===== src/rtl/pipe_run_ctrl_if.sv =====
// Control bundle between the debug/UART unit (master) and the pipeline run controller (slave).
interface pipe_run_ctrl_if #(
  parameter int CNT_BITS = 32
);
  logic                i_start;
  logic                i_mode;
  logic                i_step;
  logic                i_abort;
  logic                i_halt_fetched;
  logic                o_pipe_en;
  logic                o_flush;
  logic                o_busy;
  logic                o_done;
  logic [CNT_BITS-1:0] o_cycle_cnt;
  logic [2:0]          o_state;

  modport master (
    output i_start, i_mode, i_step, i_abort, i_halt_fetched,
    input  o_pipe_en, o_flush, o_busy, o_done, o_cycle_cnt, o_state
  );

  modport slave (
    input  i_start, i_mode, i_step, i_abort, i_halt_fetched,
    output o_pipe_en, o_flush, o_busy, o_done, o_cycle_cnt, o_state
  );
endinterface


===== src/rtl/pipe_run_ctrl.sv =====
// Run controller for the pipelined MIPS datapath: gates the global pipeline enable,
// supports continuous and single-step execution, drains HALT and counts enabled cycles.
module pipe_run_ctrl #(
  parameter int PIPE_DEPTH = 5,
  parameter int CNT_BITS   = 32,
  parameter int DRAIN_BITS = 3
) (
  input  logic         clk,
  input  logic         rst,
  pipe_run_ctrl_if.slave ctl
);

  typedef enum logic [2:0] {
    IDLE       = 3'd0,
    FLUSH      = 3'd1,
    RUN        = 3'd2,
    STEP_WAIT  = 3'd3,
    STEP_EXEC  = 3'd4,
    DRAIN_WAIT = 3'd5,
    DRAIN_EXEC = 3'd6,
    DONE       = 3'd7
  } state_t;

  localparam logic [DRAIN_BITS-1:0] DRAIN_LOAD = DRAIN_BITS'(PIPE_DEPTH - 1);
  localparam logic [DRAIN_BITS-1:0] DRAIN_ONE  = DRAIN_BITS'(1);

  state_t                state_q, state_d;
  logic [DRAIN_BITS-1:0] drain_q, drain_d;
  logic                  mode_q, mode_d;
  logic [CNT_BITS-1:0]   cnt_q;
  logic                  start_go;
  logic                  pipe_en;

  // Handshake: all i_* are level-sampled on the rising edge. i_start counts only in
  // IDLE/DONE, i_step only in the two WAIT states, and i_abort overrides everything.
  always_comb begin
    state_d  = state_q;
    drain_d  = drain_q;
    mode_d   = mode_q;
    start_go = 1'b0;
    if (ctl.i_abort) begin
      state_d = IDLE;
    end else begin
      case (state_q)
        IDLE, DONE: begin
          if (ctl.i_start) begin
            state_d  = FLUSH;
            mode_d   = ctl.i_mode;
            start_go = 1'b1;
          end
        end
        FLUSH: state_d = mode_q ? STEP_WAIT : RUN;
        RUN: begin
          if (ctl.i_halt_fetched) begin
            drain_d = DRAIN_LOAD;
            state_d = (PIPE_DEPTH == 1) ? DONE : DRAIN_EXEC;
          end
        end
        STEP_WAIT: begin
          if (ctl.i_step) state_d = STEP_EXEC;
        end
        STEP_EXEC: begin
          if (ctl.i_halt_fetched) begin
            drain_d = DRAIN_LOAD;
            state_d = (PIPE_DEPTH == 1) ? DONE : DRAIN_WAIT;
          end else begin
            state_d = STEP_WAIT;
          end
        end
        DRAIN_WAIT: begin
          if (ctl.i_step) state_d = DRAIN_EXEC;
        end
        DRAIN_EXEC: begin
          drain_d = drain_q - DRAIN_ONE;
          if (drain_q == DRAIN_ONE) state_d = DONE;
          else                      state_d = mode_q ? DRAIN_WAIT : DRAIN_EXEC;
        end
        default: state_d = IDLE;
      endcase
    end
  end

  always_ff @(posedge clk or negedge rst) begin
    if (!rst) begin
      state_q <= IDLE;
      drain_q <= '0;
      mode_q  <= 1'b0;
    end else begin
      state_q <= state_d;
      drain_q <= drain_d;
      mode_q  <= mode_d;
    end
  end

  assign pipe_en = (state_q == RUN) || (state_q == STEP_EXEC) || (state_q == DRAIN_EXEC);

  // The count survives abort so it can be read back; only a fresh start clears it.
  always_ff @(posedge clk or negedge rst) begin
    if (!rst) begin
      cnt_q <= '0;
    end else if (start_go) begin
      cnt_q <= '0;
    end else if (pipe_en && (cnt_q != '1)) begin
      cnt_q <= cnt_q + CNT_BITS'(1);
    end
  end

  assign ctl.o_pipe_en   = pipe_en;
  assign ctl.o_flush     = (state_q == FLUSH);
  assign ctl.o_busy      = (state_q != IDLE) && (state_q != DONE);
  assign ctl.o_done      = (state_q == DONE);
  assign ctl.o_cycle_cnt = cnt_q;
  assign ctl.o_state     = state_q;

endmodule


===== src/flat_wrapper.sv =====
// flat-port wrapper written by rule: the top's interface ports become plain ports
module pipe_run_ctrl_flat 
#(
  parameter int PIPE_DEPTH = 5,
  parameter int CNT_BITS   = 32,
  parameter int DRAIN_BITS = 3
)
  (clk, rst, ctl_i_start, ctl_i_mode, ctl_i_step, ctl_i_abort, ctl_i_halt_fetched, ctl_o_pipe_en, ctl_o_flush, ctl_o_busy, ctl_o_done, ctl_o_cycle_cnt, ctl_o_state);
  pipe_run_ctrl_if #(.CNT_BITS(CNT_BITS)) ctl_i ();
  input  logic clk;
  input  logic rst;
  input wire logic [$bits(ctl_i.i_start)-1:0] ctl_i_start;
  input wire logic [$bits(ctl_i.i_mode)-1:0] ctl_i_mode;
  input wire logic [$bits(ctl_i.i_step)-1:0] ctl_i_step;
  input wire logic [$bits(ctl_i.i_abort)-1:0] ctl_i_abort;
  input wire logic [$bits(ctl_i.i_halt_fetched)-1:0] ctl_i_halt_fetched;
  output wire logic [$bits(ctl_i.o_pipe_en)-1:0] ctl_o_pipe_en;
  output wire logic [$bits(ctl_i.o_flush)-1:0] ctl_o_flush;
  output wire logic [$bits(ctl_i.o_busy)-1:0] ctl_o_busy;
  output wire logic [$bits(ctl_i.o_done)-1:0] ctl_o_done;
  output wire logic [$bits(ctl_i.o_cycle_cnt)-1:0] ctl_o_cycle_cnt;
  output wire logic [$bits(ctl_i.o_state)-1:0] ctl_o_state;
  assign ctl_i.i_start = ctl_i_start;
  assign ctl_i.i_mode = ctl_i_mode;
  assign ctl_i.i_step = ctl_i_step;
  assign ctl_i.i_abort = ctl_i_abort;
  assign ctl_i.i_halt_fetched = ctl_i_halt_fetched;
  assign ctl_o_pipe_en = ctl_i.o_pipe_en;
  assign ctl_o_flush = ctl_i.o_flush;
  assign ctl_o_busy = ctl_i.o_busy;
  assign ctl_o_done = ctl_i.o_done;
  assign ctl_o_cycle_cnt = ctl_i.o_cycle_cnt;
  assign ctl_o_state = ctl_i.o_state;
  pipe_run_ctrl #(.PIPE_DEPTH(PIPE_DEPTH), .CNT_BITS(CNT_BITS), .DRAIN_BITS(DRAIN_BITS)) u_core (.clk(clk), .rst(rst), .ctl(ctl_i));
endmodule

===== config.mk =====
export PLATFORM = sky130hd
export DESIGN_NAME = pipe_run_ctrl_flat
export DESIGN_NICKNAME = d
export VERILOG_FILES = /design/src/rtl/pipe_run_ctrl_if.sv /design/src/rtl/pipe_run_ctrl.sv /design/src/flat_wrapper.sv
export SDC_FILE = /design/constraint.sdc
export NUM_CORES = 1
export LEC_CHECK = 0
export BUFFER_PORTS_ARGS = -buffer_cell sky130_fd_sc_hd__buf_2
export CAP_MARGIN = 20
export CORE_MARGIN = 5
export CORE_UTILIZATION = 45
export CTS_CLUSTER_DIAMETER = 150
export DETAILED_ROUTE_END_ITERATION = 10
export HOLD_SLACK_MARGIN = 0.15
export PLACE_DENSITY = 0.74
export SETUP_SLACK_MARGIN = 0.1
export SLEW_MARGIN = 20
export SYNTH_ARGS = -nofsm -noshare
export SYNTH_HDL_FRONTEND = slang
export SYNTH_SLANG_ARGS = --single-unit

===== constraint.sdc =====
create_clock -name clk -period 4.29 [get_ports clk]
set_clock_uncertainty 0.15 [all_clocks]
set_input_delay 0.429 -clock clk [delete_from_list [all_inputs] [get_ports clk]]
set_output_delay 0.429 -clock clk [all_outputs]
set_load 0.05 [all_outputs]

==> results of run 1 <==
==> layout make-up <==
cell class	count	share of cell area (%)
flip-flops and latches	39	36.2
repair buffers	47	9.00
well taps	70	3.25
clock buffers	8	3.71
inverters	7	0.974
multi-input cells	206	46.9
==> state kept, by name, indices dropped and copies added (netlist names) <==
name                    flops
u_core.drain_q              3
u_core.ctl.o_state          3
u_core.mode_q               1
u_core.ctl.o_cycle_cnt     32
==> kinds of logic (layout without fill, tap and decap cells) <==
group | after synthesis | in the layout
and+or+nand+nor | 118 | 118
AOI/OAI and AO/OA | 80 | 80
DFF | 39 | 39
buffers and inverters | 18 | 62
muxes | 5 | 5
adders and majority gates | 3 | 3
==> power breakdown <==
group          internal, mW  switching [mW]
registers             0.461           0.161
logic                 0.221           0.662
clock network         0.147           0.126
==> repair_timing <==
item / CTS / global route
endpoints found under the setup margin: 0 / 0
buffers inserted: 0 / 0
hold buffers: 1 / 0
hold endpoints to repair: 39 / 0
==> layer usage <==
metal | wire (µm) | vias to the layer above
li1 | - | 1092
met2 | 2690 | 77
met5 | 0 | -
met1 | 2760 | 1070
met4 | 74 | 0
met3 | 391 | 9
==> worst min path at each step <==
stage	end	slack, ps	cells past startpoint
finish	u_core.mode_q	200	3
global route	u_core.mode_q	210	3
CTS	u_core.mode_q	190	3
detailed placement	u_core.drain_q[1]	340	1
global placement	u_core.mode_q	340	2
floorplan	u_core.ctl.o_cycle_cnt[0]	-20	0
==> cells in the mapped netlist (4+ instances only) <==
| cell type | instances |
|---|---|
| clkbuf_1 | 5 |
| mux2i_1 | 5 |
| nand2_1 | 27 |
| and3_1 | 13 |
| inv_1 | 6 |
| a31oi_1 | 21 |
| nand2b_1 | 5 |
| a41oi_1 | 4 |
| nand4_1 | 5 |
| a211o_1 | 5 |
| nand3_1 | 21 |
| o21ai_0 | 11 |
| nor2_1 | 11 |
| dfrtp_1 | 39 |
| nor3_1 | 11 |
| a21oi_1 | 19 |
| and4_1 | 4 |
==> worst min-delay path, delay by kind of cell <==
family / cells / cell delay, ps
buffers and inverters: 1 / 90
AND/OR/NAND/NOR: 2 / 90
==> stage by stage <==
step	total power [mW]	hold slack (ps)
global route	1.89	211
CTS	1.78	192
finish	1.78	200
detailed placement	1.51	342
floorplan	1.31	-16.6
global placement	1.50	345
==> results_dict.tcl, run 1 <==
set metrics [dict create \
    busiest_layer "met2" \
    synth_cell_types 50 \
    cts_buffers 5 \
    critPathLaunchType "flop" \
    ant_nets 0 \
    cp_top_family "simple AND/OR/NAND/NOR gates" \
    synth_top_family_by_area "simple AND/OR/NAND/NOR gates" \
    clk_pin_slew_ps 80 \
    postSynthCellCount 263 \
    powerDensity_nw_per_um2 659 \
    grt_overflow 0 \
    layout.cells.non_filler 377 \
    dpl_cell_area_um2 2590 \
    dr.pass1.iters 4 \
    synth_area_leaders "dfrtp_1 (42%), a31oi_1 (5.6%), nand3_1 (4.5%)" \
    fmax_ghz 0.331 \
    numPlacedInstances 368 \
    path_buf_inv 1 \
    relSlewSlack_pct 41.3 \
    worstPathArrival_ps 3050 \
    cp_slowest_cell "o31a_1" \
    report.final.slew_viol_count 0 \
    synth-simple-area-share_pct 27.2 \
    synth_top_area_share_pct 41.8 \
    critPathKind "flop to flop" \
    cp_max_fo 25 \
    grt_pass1_vias 2074 \
    grt_use_met1_pct 26.4 \
    reg2reg_from "u_core.ctl.o_cycle_cnt[0]" \
    multi_input_area_um2 1260 \
    endpoint "u_core.ctl.o_cycle_cnt[18]" \
    tns_ps 0 \
    min_period_ps 3020 \
    timing.rr.end "u_core.ctl.o_cycle_cnt[18]" \
    hold_path.class "primary input to flop" \
    p_leak_nw 1.29 \
    antenna_found_initial 0 \
    synth.yosys.warnings 0 \
    setup_viol 0 \
    finalCritPeriodShare_pct 70.5 \
    register_area_um2 976 \
    yosys.area.top_type "dfrtp_1" \
    drc_errors 0 \
    synth-xor-area-share_pct 0 \
    rows 26 \
    maxCapViolCount 0 \
    synth_nets 273 \
    crit_cells 7 \
    syn_area_per_cell_um2 8.87 \
    diodes 0 \
    nNetsFinal 316 \
    ys_ff_latch 39 \
    fp.dieArea_um2 6730 \
    place.gp.congestion 0.852 \
    layout_commonest_cell "buf_2" \
    fin_ws_ps 1270 \
    reg2regPathDepth 7 \
    r2r_slack_ps 1270 \
    grt_max_degree 40 \
    areaGrowthSynthToFinish_pct 15.6 \
    grt_use_met3_pct 4.61 \
    grt_first_pass_wirelength_um 10000 \
    synth_edf_count 0 \
    hpwl_um 4160 \
    ys_seq_area_share_pct 41.8 \
    drive_above_1_share_pct 20.5 \
    preCtsSetupSlack_ps 1300 \
    start_util_pct 46.0 \
    finalInstanceArea_um2 2700 \
    synthMuxAreaShare_pct 2.14 \
    grtUsageTotal_pct 19.1 \
    cts.sinks 39 \
    cts-htree-levels 2 \
    drtIter0Drc 136 \
    synth_top_flop_cell "dfrtp_1" \
    core_um2 5070 \
    final_cell_mix "buf_2 (45), dfrtp_1 (39), nand2_1 (27)" \
    totalWireLength_um 5920 \
    cts_resized 0 \
    grt_use_met2_pct 29.7 \
    die_h_um 82.0 \
    fillers 491 \
    io_buffers 45 \
    viasPerCell 5.96 \
    final_util_pct 53.2 \
    worstPathCellList "ha_1, nand4_1, or4_4, o31a_1, buf_4, and3_1, a211o_1" \
    endpoint_kind "flop" \
    critPathRequiredTime_ps 4310 \
    insertion_delay_ps 280 \
    slowest_delay_ps 590 \
    cts_max_path_buffers 2 \
    status "complete, no violations" \
    ios 46 \
    die_x_um 82.0 \
    synthArstFlopShare_pct 100 \
    synthAdderAreaFrac_pct 1.61 \
    via_count 2248 \
    ir_drop_mv 0.359 \
    cp-startpoint "u_core.ctl.o_cycle_cnt[0]" \
    clock-root-buffer "clkbuf_8" \
    worst_pin_slew_ps 881 \
    final_hold_viol_count 0 \
    cts_tree "built" \
    synth_compound_gate_area_share_pct 23.2 \
    rsz0062_at_grt "false" \
    holdCritStartpoint "ctl_i_mode" \
    syn-cell-area_um2 2330 \
    wl_per_cell_um 15.7 \
]
No activity file was read; power rests on OpenSTA's default activity.
==> run 2: changes to the inputs <==
==> constraint.sdc (replaced) <==
create_clock -name clk -period 3.15 [get_ports clk]
set_clock_uncertainty 0.15 [all_clocks]
set_input_delay 0.315 -clock clk [delete_from_list [all_inputs] [get_ports clk]]
set_output_delay 0.315 -clock clk [all_outputs]
set_load 0.05 [all_outputs]
==> run 2 against run 1 <==
  * Critical path depth unchanged
  * First-iteration DRC count decreased by 0.74%
  * Design area increased by 2.3%
  * Clock-buffer cell count unchanged
  * Sequential power increased by 33%
  * Register-to-register slack got worse by 920 ps
  * Cell count increased by 1.9%
  * Non-clock buffer count increased by 7
  * Via count increased by 1.5%
  * Largest cell class unchanged
  * Clock power increased by 37%
==> results_dict.tcl, run 2 (synthesis gave the netlist of run 1 again) <==
set metrics [dict create \
    status "complete, no violations" \
    dr.pass1.iters 4 \
    reg2reg_from "u_core.ctl.o_cycle_cnt[0]" \
    numPlacedInstances 373 \
    insertion_delay_ps 290 \
    layout_commonest_cell "buf_2" \
    tns_ps 0 \
    relSlewSlack_pct 41.1 \
    nNetsFinal 323 \
    ant_nets 0 \
    post_cts_buffers 0 \
    fmax_ghz 0.356 \
    final_util_pct 54.4 \
    layout.cells.non_filler 384 \
    setup_viol 0 \
    rows 26 \
    critPathKind "flop to flop" \
    critPathRequiredTime_ps 3220 \
    r2r_slack_ps 340 \
    dpl_cell_area_um2 2630 \
    critPathLaunchType "flop" \
    fp.dieArea_um2 6730 \
    finalInstanceArea_um2 2760 \
    endpoint_kind "flop" \
    grt_pass1_vias 2056 \
    ir_drop_mv 0.411 \
    reg2regPathDepth 7 \
    grt_max_degree 40 \
    p_leak_nw 1.32 \
    cts_max_path_buffers 2 \
    cp_max_fo 20 \
    cts_resized 0 \
    viasPerCell 5.94 \
    worstPathArrival_ps 2870 \
    report.final.slew_viol_count 0 \
    timing.rr.end "u_core.ctl.o_cycle_cnt[10]" \
    worst_pin_slew_ps 883 \
    rsz0062_at_grt "false" \
    grtUsageTotal_pct 19.3 \
    largest_reg_flops 32 \
    place.gp.congestion 0.801 \
    die_h_um 82.0 \
    via_count 2282 \
    cts_tree "built" \
    core_um2 5070 \
    cts_buffers 5 \
    die_x_um 82.0 \
    totalWireLength_um 6090 \
    clk_pin_slew_ps 70 \
    cts.sinks 39 \
    finalCritPeriodShare_pct 89.1 \
    grt_overflow 0 \
    wl_per_cell_um 15.9 \
    clock-root-buffer "clkbuf_8" \
    areaGrowthSynthToFinish_pct 18.2 \
    grt_first_pass_wirelength_um 10100 \
    cts-htree-levels 2 \
    endpoint "u_core.ctl.o_cycle_cnt[10]" \
    min_period_ps 2810 \
    diodes 0 \
    maxCapViolCount 0 \
    final_hold_viol_count 0 \
    final_cell_mix "buf_2 (45), dfrtp_1 (39), nand2_1 (27)" \
    hpwl_um 4230 \
    antenna_found_initial 0 \
    cp-startpoint "u_core.ctl.o_cycle_cnt[0]" \
    ios 46 \
    drtIter0Drc 135 \
    start_util_pct 46.0 \
    drive_above_1_share_pct 22.0 \
    drc_errors 0 \
    hold_path.class "primary input to flop" \
    io_buffers 45 \
    powerDensity_nw_per_um2 891 \
]
-- run 2: cell types whose count changed in the layout (fill, tap and decap cells not counted) --
cell | previous run | this run
a21oi_2 | 0 | 1
dlygate4sd3_1 | 1 | 3
buf_4 | 1 | 6
a21oi_1 | 19 | 18
-- run 2: timing repair --
item                                    4_1_cts  5_1_grt
hold endpoints to repair                     43        0
hold buffers                                  3        0
endpoints found under the setup margin        0        0
-- run 2: power by group --
part           switching [mW]  total, mW  internal (mW)
registers               0.199      0.827          0.628
logic                   0.928       1.26          0.329
clock network           0.173      0.373          0.200
-- run 2: layer usage --
metal | wire [µm] | global-route usage, % | vias up
met5 | 0 | 0 | -
met4 | 84 | 5.98 | 0
met3 | 376 | 3.84 | 7
met1 | 2750 | 26.3 | 1102
li1 | - | - | 1106
met2 | 2880 | 30.9 | 67
-- run 2: metrics by stage --
step | hold WS, ps | total power [mW] | setup slack, ps
2_1_floorplan | -131 | 1.79 | 143
3_3_place_gp | 339 | 2.07 | 446
3_5_place_dp | 345 | 2.08 | 385
4_1_cts | 181 | 2.47 | 364
5_1_grt | 216 | 2.62 | 161
6_report | 188 | 2.46 | 342
-- run 2: worst min path at each step --
stage | slack [ps] | cells after the start | startpoint | to
floorplan | -130 | 0 | rst | u_core.ctl.o_cycle_cnt[0]
global placement | 340 | 1 | rst | u_core.ctl.o_state[0]
detailed placement | 350 | 1 | rst | u_core.ctl.o_state[0]
CTS | 180 | 4 | ctl_i_step | u_core.ctl.o_state[0]
global route | 220 | 4 | ctl_i_step | u_core.ctl.o_state[0]
finish | 190 | 4 | ctl_i_step | u_core.ctl.o_state[0]
-- run 2: area by class of cell --
type                    instances  area, µm²
clock buffers                   8        100
fillers                       485       2320
inverters                       7       26.3
multi-input cells             206       1270
flip-flops and latches         39        976
well taps                      70       87.6
repair buffers                 54        300
-- run 2: worst max-delay path, stage by stage, from the launching register on --
cell,delay [ps]
dfrtp_1,420
ha_1,240
nand4_1,180
or4_4,560
o31a_1,550
buf_4,290
nand4_1,130
mux2i_1,190
